[config.mk]
export PLATFORM = sky130hd
export DESIGN_NAME = fast_fifo_stream_reader
export DESIGN_NICKNAME = d
export VERILOG_FILES = /design/src/rtl/fast_fifo_stream_reader_pkg.sv /design/src/rtl/fast_fifo_stream_reader_tracker.sv /design/src/rtl/fast_fifo_stream_reader.sv
export SDC_FILE = /design/constraint.sdc
export NUM_CORES = 1
export LEC_CHECK = 0
export ABC_AREA = 1
export CAP_MARGIN = 20
export CORE_AREA = 2 2 146 148
export CTS_CLUSTER_SIZE = 28
export DETAILED_ROUTE_END_ITERATION = 8
export DIE_AREA = 0 0 148 150
export GPL_ROUTABILITY_DRIVEN = 0
export PLACE_DENSITY = 0.46
export SLEW_MARGIN = 20
export SYNTH_ARGS = -nofsm -noshare
export SYNTH_HDL_FRONTEND = slang
export SYNTH_SLANG_ARGS = --single-unit
[constraint.sdc]
create_clock -name clk -period 7.1 [get_ports clk]
set_clock_uncertainty 0.2 [all_clocks]
set_input_delay 1.42 -clock clk [delete_from_list [all_inputs] [get_ports clk]]
set_output_delay 1.42 -clock clk [all_outputs]
set_load 0.005 [all_outputs]
[src/rtl/fast_fifo_stream_reader_pkg.sv]
// Shared constants and helpers for FastFIFO read-side consumers.
// Holds the credit-width rule, the read-latency helper and the per-cycle event bundle.
package fast_fifo_stream_reader_pkg;

  localparam int MAX_READ_LATENCY = 15;

  // Credits must be able to hold the full buffer count, so one bit more than the pointer.
  function automatic int READER_CREDIT_W(input int depthLog2);
    return depthLog2 + 1;
  endfunction

  function automatic int fastFifoReadLatency(input bit isMlab, input int readAddrStages);
    return readAddrStages + (isMlab ? 0 : 2);
  endfunction

  typedef struct packed {
    logic request;
    logic transfer;
    logic slotFree;
    logic bufFull;
    logic drop;
    logic write;
    logic bypass;
    logic memWrite;
    logic memLoad;
    logic creditRelease;
  } readerEvents_t;

endpackage

[src/rtl/fast_fifo_stream_reader_tracker.sv]
// read_inflight_tracker: delays each issued read by LATENCY cycles so it lines up with
// the FIFO's returning valid; flags rejected reads (release) and unrequested data.
module read_inflight_tracker #(
  parameter int LATENCY = 2
) (
  input  logic clk,
  input  logic rst,
  input  logic issue,
  input  logic dataValid,
  output logic tapIssued,
  output logic releaseCredit,
  output logic unmatchedValid
);

  generate
    if (LATENCY == 0) begin : gen_bypass
      assign tapIssued = issue;
    end else if (LATENCY == 1) begin : gen_single
      logic issuedQ;
      always_ff @(posedge clk) begin
        if (rst) issuedQ <= 1'b0;
        else     issuedQ <= issue;
      end
      assign tapIssued = issuedQ;
    end else begin : gen_shift
      logic [LATENCY-1:0] issuedQ;
      always_ff @(posedge clk) begin
        if (rst) issuedQ <= '0;
        else     issuedQ <= {issuedQ[LATENCY-2:0], issue};
      end
      assign tapIssued = issuedQ[LATENCY-1];
    end
  endgenerate

  // A tracked read that comes back without data was rejected by the FIFO.
  assign releaseCredit  = tapIssued && !dataValid;
  assign unmatchedValid = dataValid && !tapIssued;

endmodule

[src/rtl/fast_fifo_stream_reader.sv]
// Credit-based adapter from FastFIFO's fixed-latency read port to a ready/valid stream.
// Optional macro READER_PROTOCOL_CHECK_EN enables the sticky protocolError checks.
module fast_fifo_stream_reader
  import fast_fifo_stream_reader_pkg::*;
#(
  parameter int WIDTH          = 20,
  parameter int READ_LATENCY   = 2,
  parameter int BUF_DEPTH_LOG2 = 2
) (
  input  logic             clk,
  input  logic             rst,
  input  logic             fifoEmpty,
  output logic             fifoReadRequest,
  input  logic [WIDTH-1:0] fifoDataIn,
  input  logic             fifoDataValid,
  output logic [WIDTH-1:0] dataOut,
  output logic             dataOutValid,
  input  logic             dataOutReady,
  output logic             protocolError
);

  localparam int DEPTH    = 1 << BUF_DEPTH_LOG2;
  localparam int CREDIT_W = READER_CREDIT_W(BUF_DEPTH_LOG2);
  localparam int OCC_W    = CREDIT_W + 1;
  localparam int PTR_W    = BUF_DEPTH_LOG2;

  logic [CREDIT_W-1:0] credits;
  logic [CREDIT_W-1:0] creditsNext;
  logic [OCC_W-1:0]    creditSum;
  logic [OCC_W-1:0]    occupancy;
  logic [CREDIT_W-1:0] memCount;
  logic [PTR_W-1:0]    head;
  logic [PTR_W-1:0]    tail;
  logic [WIDTH-1:0]    mem [DEPTH];

  logic tapIssued;
  logic releaseCredit;
  logic unmatchedValid;
  readerEvents_t ev;

  // Combinational so the FIFO sees the request in the same cycle it samples empty.
  assign fifoReadRequest = !rst && !fifoEmpty && (credits != '0);

  read_inflight_tracker #(
    .LATENCY(READ_LATENCY)
  ) u_tracker (
    .clk           (clk),
    .rst           (rst),
    .issue         (fifoReadRequest),
    .dataValid     (fifoDataValid),
    .tapIssued     (tapIssued),
    .releaseCredit (releaseCredit),
    .unmatchedValid(unmatchedValid)
  );

  always_comb begin : eventDecode
    ev        = '0;
    occupancy = {1'b0, memCount} + OCC_W'(dataOutValid);
    ev.request  = fifoReadRequest;
    ev.transfer = dataOutValid && dataOutReady;
    ev.slotFree = !dataOutValid || dataOutReady;
    ev.bufFull  = (occupancy >= OCC_W'(DEPTH)) && !ev.transfer;
`ifdef READER_PROTOCOL_CHECK_EN
    ev.drop = fifoDataValid && (unmatchedValid || ev.bufFull);
`endif
    ev.write    = fifoDataValid && !ev.drop;
    // With nothing queued ahead, a fresh word goes straight into the output register.
    ev.bypass   = ev.write && (memCount == '0) && ev.slotFree;
    ev.memWrite = ev.write && !ev.bypass;
    ev.memLoad  = ev.slotFree && (memCount != '0);
    // A dropped word that held a reservation must give the reservation back.
    ev.creditRelease = releaseCredit || (ev.drop && tapIssued);
  end

  always_comb begin : creditUpdate
    creditSum = {1'b0, credits} + OCC_W'(ev.creditRelease) + OCC_W'(ev.transfer)
              - OCC_W'(ev.request);
    creditsNext = creditSum[CREDIT_W-1:0];
    if (creditSum > OCC_W'(DEPTH)) creditsNext = CREDIT_W'(DEPTH);
  end

  always_ff @(posedge clk) begin
    if (ev.memWrite) mem[tail] <= fifoDataIn;
  end

  always_ff @(posedge clk) begin
    if (rst) begin
      credits      <= CREDIT_W'(DEPTH);
      memCount     <= '0;
      head         <= '0;
      tail         <= '0;
      dataOut      <= '0;
      dataOutValid <= 1'b0;
    end else begin
      credits  <= creditsNext;
      memCount <= memCount + CREDIT_W'(ev.memWrite) - CREDIT_W'(ev.memLoad);
      if (ev.memWrite) tail <= tail + PTR_W'(1);
      if (ev.memLoad) begin
        dataOut      <= mem[head];
        dataOutValid <= 1'b1;
        head         <= head + PTR_W'(1);
      end else if (ev.bypass) begin
        dataOut      <= fifoDataIn;
        dataOutValid <= 1'b1;
      end else if (ev.transfer) begin
        dataOutValid <= 1'b0;
      end
    end
  end

`ifdef READER_PROTOCOL_CHECK_EN
  always_ff @(posedge clk) begin
    if (rst)          protocolError <= 1'b0;
    else if (ev.drop) protocolError <= 1'b1;
  end
`else
  logic unusedUnmatched;
  assign unusedUnmatched = unmatchedValid;
  assign protocolError   = 1'b0;
`endif

endmodule

==> flow_summary.ini, run 1 <==
[sta]
fmax_mhz = 222.2
min_period_over_period_pct = 63.39
fin_tns_setup_ns = 0
fin_crit_ns = 4.501
whs_ns = 0.2128
worst_slew_pin_slew_ns = 0.9279
rsz0062_at_grt = false
slew_headroom_pct = 37.92
setup_violations = 0
slew_viol_final = 0
hold_viol_final = 0

[synthesis]
ys_warn_count = 0
netlist-cell-type-count = 35
synth_top_area_share_pct = 47.21
synth_cells = 476
synth-seq-area-share_pct = 60.98
ys_seq_elements = 115
syn_area_per_cell_um2 = 10.69
yosysTopAreaCell = edfxtp_1
synthesis.area_mm2 = 0.005089
synth_area_leaders = edfxtp_1 (47%), dfxtp_1 (14%), nand2_1 (8.5%)
syn-num-nets = 513

[global_route]
grt_max_degree = 46
grt_usage_pct = 10.87
grt_pass1_wl_um = 18020
gr-total-overflow = 0
grt_pass1_vias = 3418
grt_antenna_before_repair = 0

[clock_tree]
htree_levels = 4
worstSkewPairLatency_ns = 0.42
cts_tree = yes
post_cts_buffers = 0
cts.clk_slew.worst_paths_ns = 0.05
clockBufferDepth = 2
clkSinkCount = 115
cts_resized = 0
hold_buffers = 0
numCtsBuffers = 17
cts-root-buf = clkbuf_16

[setup_path]
path_common_cell = clkdlybuf4s50_1
cp_max_fo = 7
slowest_stage = clkdlybuf4s50_1
slowest_delay_ns = 0.57
worstPathArrival_ns = 2.88
critPathTopFamily = buffers and inverters
critPathKind = input port to output port
endpoint_kind = output port
crit_cells = 3
path_cells = clkdlybuf4s50_1, a311oi_1, clkdlybuf4s50_1
required_ns = 5.48
startpoint_type = input port
reg2reg_depth = 11
path_buf_inv = 2

[route]
vias_per_cell = 4.183
dr.pass1.iters = 4
antenna_left = 0
drc = 0
wl_um = 11370
wl_per_cell_um = 14.05
num_vias = 3384
drt_iter0_drc = 213

[power]
power_density_mw_per_mm2 = 403.7
vdd_drop_max_v = 0.0001696
power_mw = 2.556
leakage_nw = 2.365

[cells_and_area]
final_cells = 809
drive_above_1_share_pct = 15.92
fin_nets = 558
seqCellArea_mm2 = 0.003103
diodes = 0
nFillCells = 2114
fin_util_pct = 30.60
syn_to_final_growth_pct = 24.42
multiInputGateArea_mm2 = 0.001618

[floorplan]
die_w_um = 148
dieArea_mm2 = 0.02220
pin_count = 48
fp.coreArea_mm2 = 0.02069
rows = 53
start_util_pct = 24.59
fp.dieH_um = 150

[placement]
portBuffers = 46
hpwl_um = 6486
place_inst = 777

[run]
maxCapViolations = 0

[hold_path]
hold_class = flop to flop
hold_path_depth = 2

[status]
outcome = completed
[power breakdown]
group	internal [mW]	total (mW)	switching, mW
clock network	0.523	0.801	0.278
logic	0.317	0.849	0.532
registers	0.853	0.906	0.0528
total	1.69	2.56	0.863
[cell families after synthesis]
kind of cell,synth area share [%]
compound gates,6.983
xor+xnor,0.3443
fa+ha+maj,3.393
buf+inv,7.425
flops,60.98
other cells,0.07369
simple gates,20.80
[sequential cells by signal, indices dropped and copies added (netlist names), named ones only]
signal and count:
credits 3, memCount 3, mem 80, u_tracker.gen_shift.issuedQ 2, dataOut 20, tail 2, head 2, dataOutValid 1
[worst paths after layout]
| check | from | end | slack (ns) |
|---|---|---|---|
| max | rst | fifoReadRequest | 2.60 |
| min | u_tracker.gen_shift.issuedQ[0] | u_tracker.gen_shift.issuedQ[1] | 0.21 |
| max reg2reg | credits[1] | credits[0] | 4.30 |
| min reg2reg | u_tracker.gen_shift.issuedQ[0] | u_tracker.gen_shift.issuedQ[1] | 0.21 |
[cell usage after synthesis]
library cell  count
nand2_1         115
edfxtp_1         80
nand3_1          65
inv_1            46
dfxtp_1          35
a21oi_2          19
nand3_2          18
o21ai_1          18
nor2_1           14
buf_2            13
ha_1              9
a21oi_1           6
clkbuf_1          4
buf_6             3
fa_1              3
inv_2             3
a311oi_1          2
buf_12            2
nand2_4           2
o21ai_0           2
o21ai_2           2
xor2_1            2
buf_1             1
buf_4             1
buf_8             1
clkbuf_2          1
conb_1            1
inv_6             1
nand2_2           1
nand2_8           1
nand3b_1          1
nand4_1           1
nor2_2            1
o21ai_4           1
o31ai_1           1
[layout make-up]
class / count / share of cell area, %
Clock buffer: 29 / 8.735
Clock inverter: 3 / 0.2372
Inverter: 50 / 3.043
Multi-Input combinational cell: 285 / 25.55
Sequential cell: 115 / 49.01
Tap cell: 275 / 5.435
Timing Repair Buffer: 52 / 7.984
[layout by cell type, fill, tap and decap left out, types with 2 or more instances in the layout]
cell type,synthesis,routed
nand2_1,115,115
edfxtp_1,80,80
nand3_1,65,65
inv_1,46,46
clkdlybuf4s50_1,0,46
dfxtp_1,35,35
a21oi_2,19,19
clkbuf_16,0,19
nand3_2,18,18
o21ai_1,18,18
nor2_1,14,10
ha_1,9,9
a21oi_1,6,6
clkbuf_1,4,6
buf_4,1,6
nor2_2,1,5
clkbuf_8,0,4
inv_2,3,3
fa_1,3,3
clkinv_2,0,3
nand2_4,2,2
a311oi_1,2,2
xor2_1,2,2
o21ai_2,2,2
o21ai_0,2,2
[worst reg2reg max path: stages, from the launching register on]
cell and delay, ns:
dfxtp_1 0.38, inv_1 0.10, a311oi_1 0.35, ha_1 0.30, fa_1 0.43, fa_1 0.52
nand2_1 0.06, nand3_1 0.08, nand2_1 0.05, inv_1 0.09, nand3_1 0.09, nor2_1 0.09
[per-layer routing]
metal / GRT usage [%] / wire length (um) / vias up
li1: - / - / 1693
met2: 17.99 / 5515 / 57
met1: 12.72 / 5067 / 1618
met4: 5.429 / 242 / 0
met3: 3.476 / 544 / 16
met5: 0 / 0 / -
[stage by stage]
| stage | instance area [um2] | worst slack (ns) |
|---|---|---|
| after floorplan | 5089 | 3.489 |
| after global placement | 5763 | 2.568 |
| after detailed placement | 5763 | 2.556 |
| after CTS | 6331 | 2.552 |
| after global routing | 6331 | 2.479 |
| final | 6331 | 2.599 |
Note: power is estimated with default switching activity, not from simulation.
==> inputs of run 2 (changes only) <==
Clock period 7.1 ns to 4.6 ns, I/O delays scaled along.
==> flow_summary.ini, run 2 (synthesis gave the netlist of run 1 again) <==
[status]
outcome = completed

[floorplan]
rows = 53
dieArea_mm2 = 0.02220
start_util_pct = 24.59
fp.dieH_um = 150
fp.coreArea_mm2 = 0.02069
die_w_um = 148
pin_count = 48

[cells_and_area]
final_common_cell = nand2_1
drive_above_1_share_pct = 16.85
layout_common_cells = nand2_1 (115), edfxtp_1 (80), nand3_1 (65)
syn_to_final_growth_pct = 25.35
top_regs = mem (80), dataOut (20)
final_cells = 809
fin_nets = 558
diodes = 0
regMostFlops = mem
largest_reg_flops = 80
fin_area_mm2 = 0.006379

[power]
p_sw_mw = 1.356
seqPwrFrac_pct = 34.7
leakage_nw = 2.396
power_density_mw_per_mm2 = 632.2
clkPwrFrac_pct = 32.7
comb_power_share_pct = 32.6
p_int_mw = 2.676
swShare_pct = 33.63
vdd_drop_max_v = 0.0002996

[sta]
setup_slack_ns = 1.090
worst_slew_pin_slew_ns = 0.8942
fin_crit_ns = 3.510
whs_ns = 0.2122
slew_headroom_pct = 40.18
hold_viol_final = 0
min_period_over_period_pct = 76.31
setup_violations = 0
slew_viol_final = 0
fmax_mhz = 284.9
rsz0062_at_grt = false
fin_tns_setup_ns = 0

[placement]
hpwl_um = 6603
portBuffers = 46
dp_slack_ns = 0.7300
place_inst = 777
place_area_mm2 = 0.005763

[global_route]
grt_antenna_before_repair = 0
grt_pass1_wl_um = 18100
grt_pass1_vias = 3294
grt_usage_pct = 10.83
gr-total-overflow = 0
grt_max_degree = 46

[clock_tree]
cts-root-buf = clkbuf_16
clkSinkCount = 115
post_cts_buffers = 0
htree_levels = 4
cts.clk_slew.worst_paths_ns = 0.05
cts_tree = yes
cts_resized = 0
numCtsBuffers = 17
clockBufferDepth = 2
hold_buffers = 0
worstSkewPairLatency_ns = 0.42

[route]
num_vias = 3419
drt_iter0_drc = 132
dr.pass1.iters = 4
drc = 0
vias_per_cell = 4.226
wl_per_cell_um = 14.15
antenna_left = 0
wl_um = 11450

[setup_path]
cp_max_fo = 7
worstPathArrival_ns = 2.39
required_ns = 3.48
endpoint_kind = output port
critPathKind = input port to output port
startpoint_type = input port

[hold_path]
hold_class = flop to flop

[run]
maxCapViolations = 0
==> run 2: changes by cell type in the layout (fill, tap and decap cells not counted) <==
cell,change
clkbuf_1,-5
inv_4,+1
clkinv_2,+2
clkbuf_16,+2
==> run 2: area by class of cell <==
type                    instances  area (um2)
fillers                      2120       14310
flip-flops and latches        115        3103
multi-input cells             285        1618
clock buffers                  26       584.3
repair buffers                 52       505.5
well taps                     275       344.1
inverters                      50       192.7
clock inverters                 6       31.28
==> run 2: layer usage <==
metal	share of wire, %	track usage (%)	wire length [um]	up-vias
li1	-	-	-	1689
met1	46	13.22	5217	1661
met2	48	17.55	5521	52
met3	4.0	3.201	461	17
met4	2.2	5.238	249	0
met5	0	0	0	-
==> run 2: final timing paths <==
path / startpoint / to / slack (ns) / cells past startpoint
min: u_tracker.gen_shift.issuedQ[0] / u_tracker.gen_shift.issuedQ[1] / 0.21 / 2
max reg2reg: credits[1] / credits[0] / 1.79 / 11
min reg2reg: u_tracker.gen_shift.issuedQ[0] / u_tracker.gen_shift.issuedQ[1] / 0.21 / 2
max: rst / fifoReadRequest / 1.09 / 3
==> run 2: worst max-delay path, stage by stage <==
cell,delay [ns]
clkdlybuf4s50_1,0.55
a311oi_1,0.35
clkdlybuf4s50_1,0.57
==> run 2: stage by stage <==
stage | util, % | total power [mW]
3_3_place_gp | 27.85 | 2.731
6_report | 30.83 | 4.033
3_5_place_dp | 27.85 | 2.767
4_1_cts | 30.83 | 4.099
2_1_floorplan | - | 2.403
5_1_grt | 30.83 | 4.301
==> run 2: power by group through the flow <==
stage | combinational [mW] | clock, mW | sequential [mW]
6_report | 1.31 | 1.32 | 1.40
5_1_grt | 1.49 | 1.39 | 1.42
4_1_cts | 1.35 | 1.35 | 1.40
3_5_place_dp | 1.34 | 0 | 1.42
3_3_place_gp | 1.31 | 0 | 1.42
2_1_floorplan | 0.987 | 0 | 1.42
==> inputs of run 3 (changes only) <==
Clock period 4.6 ns to 3.3 ns, I/O delays scaled along.
==> flow_summary.ini, run 3 (synthesis gave the netlist of run 1 again) <==
[floorplan]
pin_count = 48
dieArea_mm2 = 0.02220
fp.dieH_um = 150
start_util_pct = 24.59
fp.coreArea_mm2 = 0.02069
rows = 53
die_w_um = 148

[cells_and_area]
regMostFlops = mem
top_regs = mem (80), dataOut (20)
final_common_cell = nand2_1
nFillCells = 2133
fin_util_pct = 30.82
drive_above_1_share_pct = 17.65
fin_area_mm2 = 0.006376
layout_common_cells = nand2_1 (115), edfxtp_1 (80), nand3_1 (65)
syn_to_final_growth_pct = 25.30
largest_reg_flops = 80
fin_nets = 568
final_cells = 819
multiInputGateArea_mm2 = 0.001618
diodes = 0
seqCellArea_mm2 = 0.003103

[sta]
slew_headroom_pct = 36.59
worst_slew_pin_slew_ns = 0.9502
fin_crit_ns = 3.023
fmax_mhz = 330.8
fin_tns_setup_ns = 0
slew_viol_final = 0
min_period_over_period_pct = 91.61
setup_violations = 0
hold_viol_final = 0
rsz0062_at_grt = false

[clock_tree]
cts.clk_slew.worst_paths_ns = 0.05
cts_resized = 0
clkSinkCount = 115
numCtsBuffers = 17
hold_buffers = 0
cts-root-buf = clkbuf_16
cts_tree = yes
htree_levels = 4
post_cts_buffers = 0
worstSkewPairLatency_ns = 0.41
clockBufferDepth = 2

[power]
comb_power_share_pct = 34.5
power_density_mw_per_mm2 = 860.2
swShare_pct = 34.41
p_sw_mw = 1.888
power_mw = 5.485
seqPwrFrac_pct = 35.5
clkPwrFrac_pct = 30.0
vdd_drop_max_v = 0.0003363
p_int_mw = 3.597
leakage_nw = 2.405

[setup_path]
slowest_delay_ns = 0.52
slowest_stage = fa_1
cp_max_fo = 2
path_cells = clkdlybuf4s50_1, a311oi_1, ha_1, fa_1, fa_1, nand2_1, nand3_1, nand2_1, inv_1, nand3_1, nor2_1
endpoint_kind = flop
worstPathArrival_ns = 3.17
path_buf_inv = 2
critPathTopFamily = adder cells
required_ns = 3.45
critPathKind = input port to flop
startpoint_type = input port

[placement]
place_area_mm2 = 0.005838
portBuffers = 46
place_inst = 787
hpwl_um = 6912

[global_route]
grt_pass1_wl_um = 18550
grt_antenna_before_repair = 0
grt_pass1_vias = 3453
grt_usage_pct = 11.09
grt_max_degree = 45
gr-total-overflow = 0

[run]
maxCapViolations = 0

[route]
wl_per_cell_um = 14.25
dr.pass1.iters = 6
num_vias = 3437
vias_per_cell = 4.197
drc = 0
wl_um = 11670
antenna_left = 0
drt_iter0_drc = 185

[hold_path]
hold_class = flop to flop

[status]
outcome = completed
==> run 3: cell type report <==
class / count / share of cell area [%]
clock buffers: 26 / 7.987
repair buffers: 62 / 9.105
flip-flops and latches: 115 / 48.67
inverters: 50 / 3.022
clock inverters: 6 / 0.4513
multi-input cells: 285 / 25.37
well taps: 275 / 5.396
==> run 3: tightest hold or removal path: stages (launching register included) <==
cell and delay [ns]:
dfxtp_1 0.30, inv_1 0.04, nor2_1 0.03
==> run 3: metal layers <==
metal / share of wire, % / global-route usage, %
met5: 0 / 0
met1: 44 / 13.28
met3: 5.0 / 3.384
met4: 2.2 / 5.190
met2: 48 / 18.29
==> run 3: path summary, 6_finish.rpt <==
path	from	to	slack, ns	depth (start not counted)
min reg2reg	u_tracker.gen_shift.issuedQ[0]	u_tracker.gen_shift.issuedQ[1]	0.21	2
max reg2reg	credits[1]	credits[1]	0.47	11
max	fifoEmpty	credits[1]	0.28	11
min	u_tracker.gen_shift.issuedQ[0]	u_tracker.gen_shift.issuedQ[1]	0.21	2
==> run 3: metrics by stage <==
step / setup WS [ns] / hold slack, ns
2_1_floorplan: 0.4495 / 0.1883
3_5_place_dp: -0.1289 / 0.2025
6_report: 0.2767 / 0.2140
4_1_cts: 0.3033 / 0.2157
3_3_place_gp: -0.08312 / 0.1980
5_1_grt: 0.1481 / 0.2596
==> run 3: power by group through the flow <==
stage	combinational, mW	clock (mW)	sequential (mW)
floorplan	1.38	0	1.97
global placement	1.88	0	1.97
detailed placement	1.93	0	1.98
CTS	1.94	1.69	1.95
global route	2.13	1.75	1.98
finish	1.89	1.65	1.95
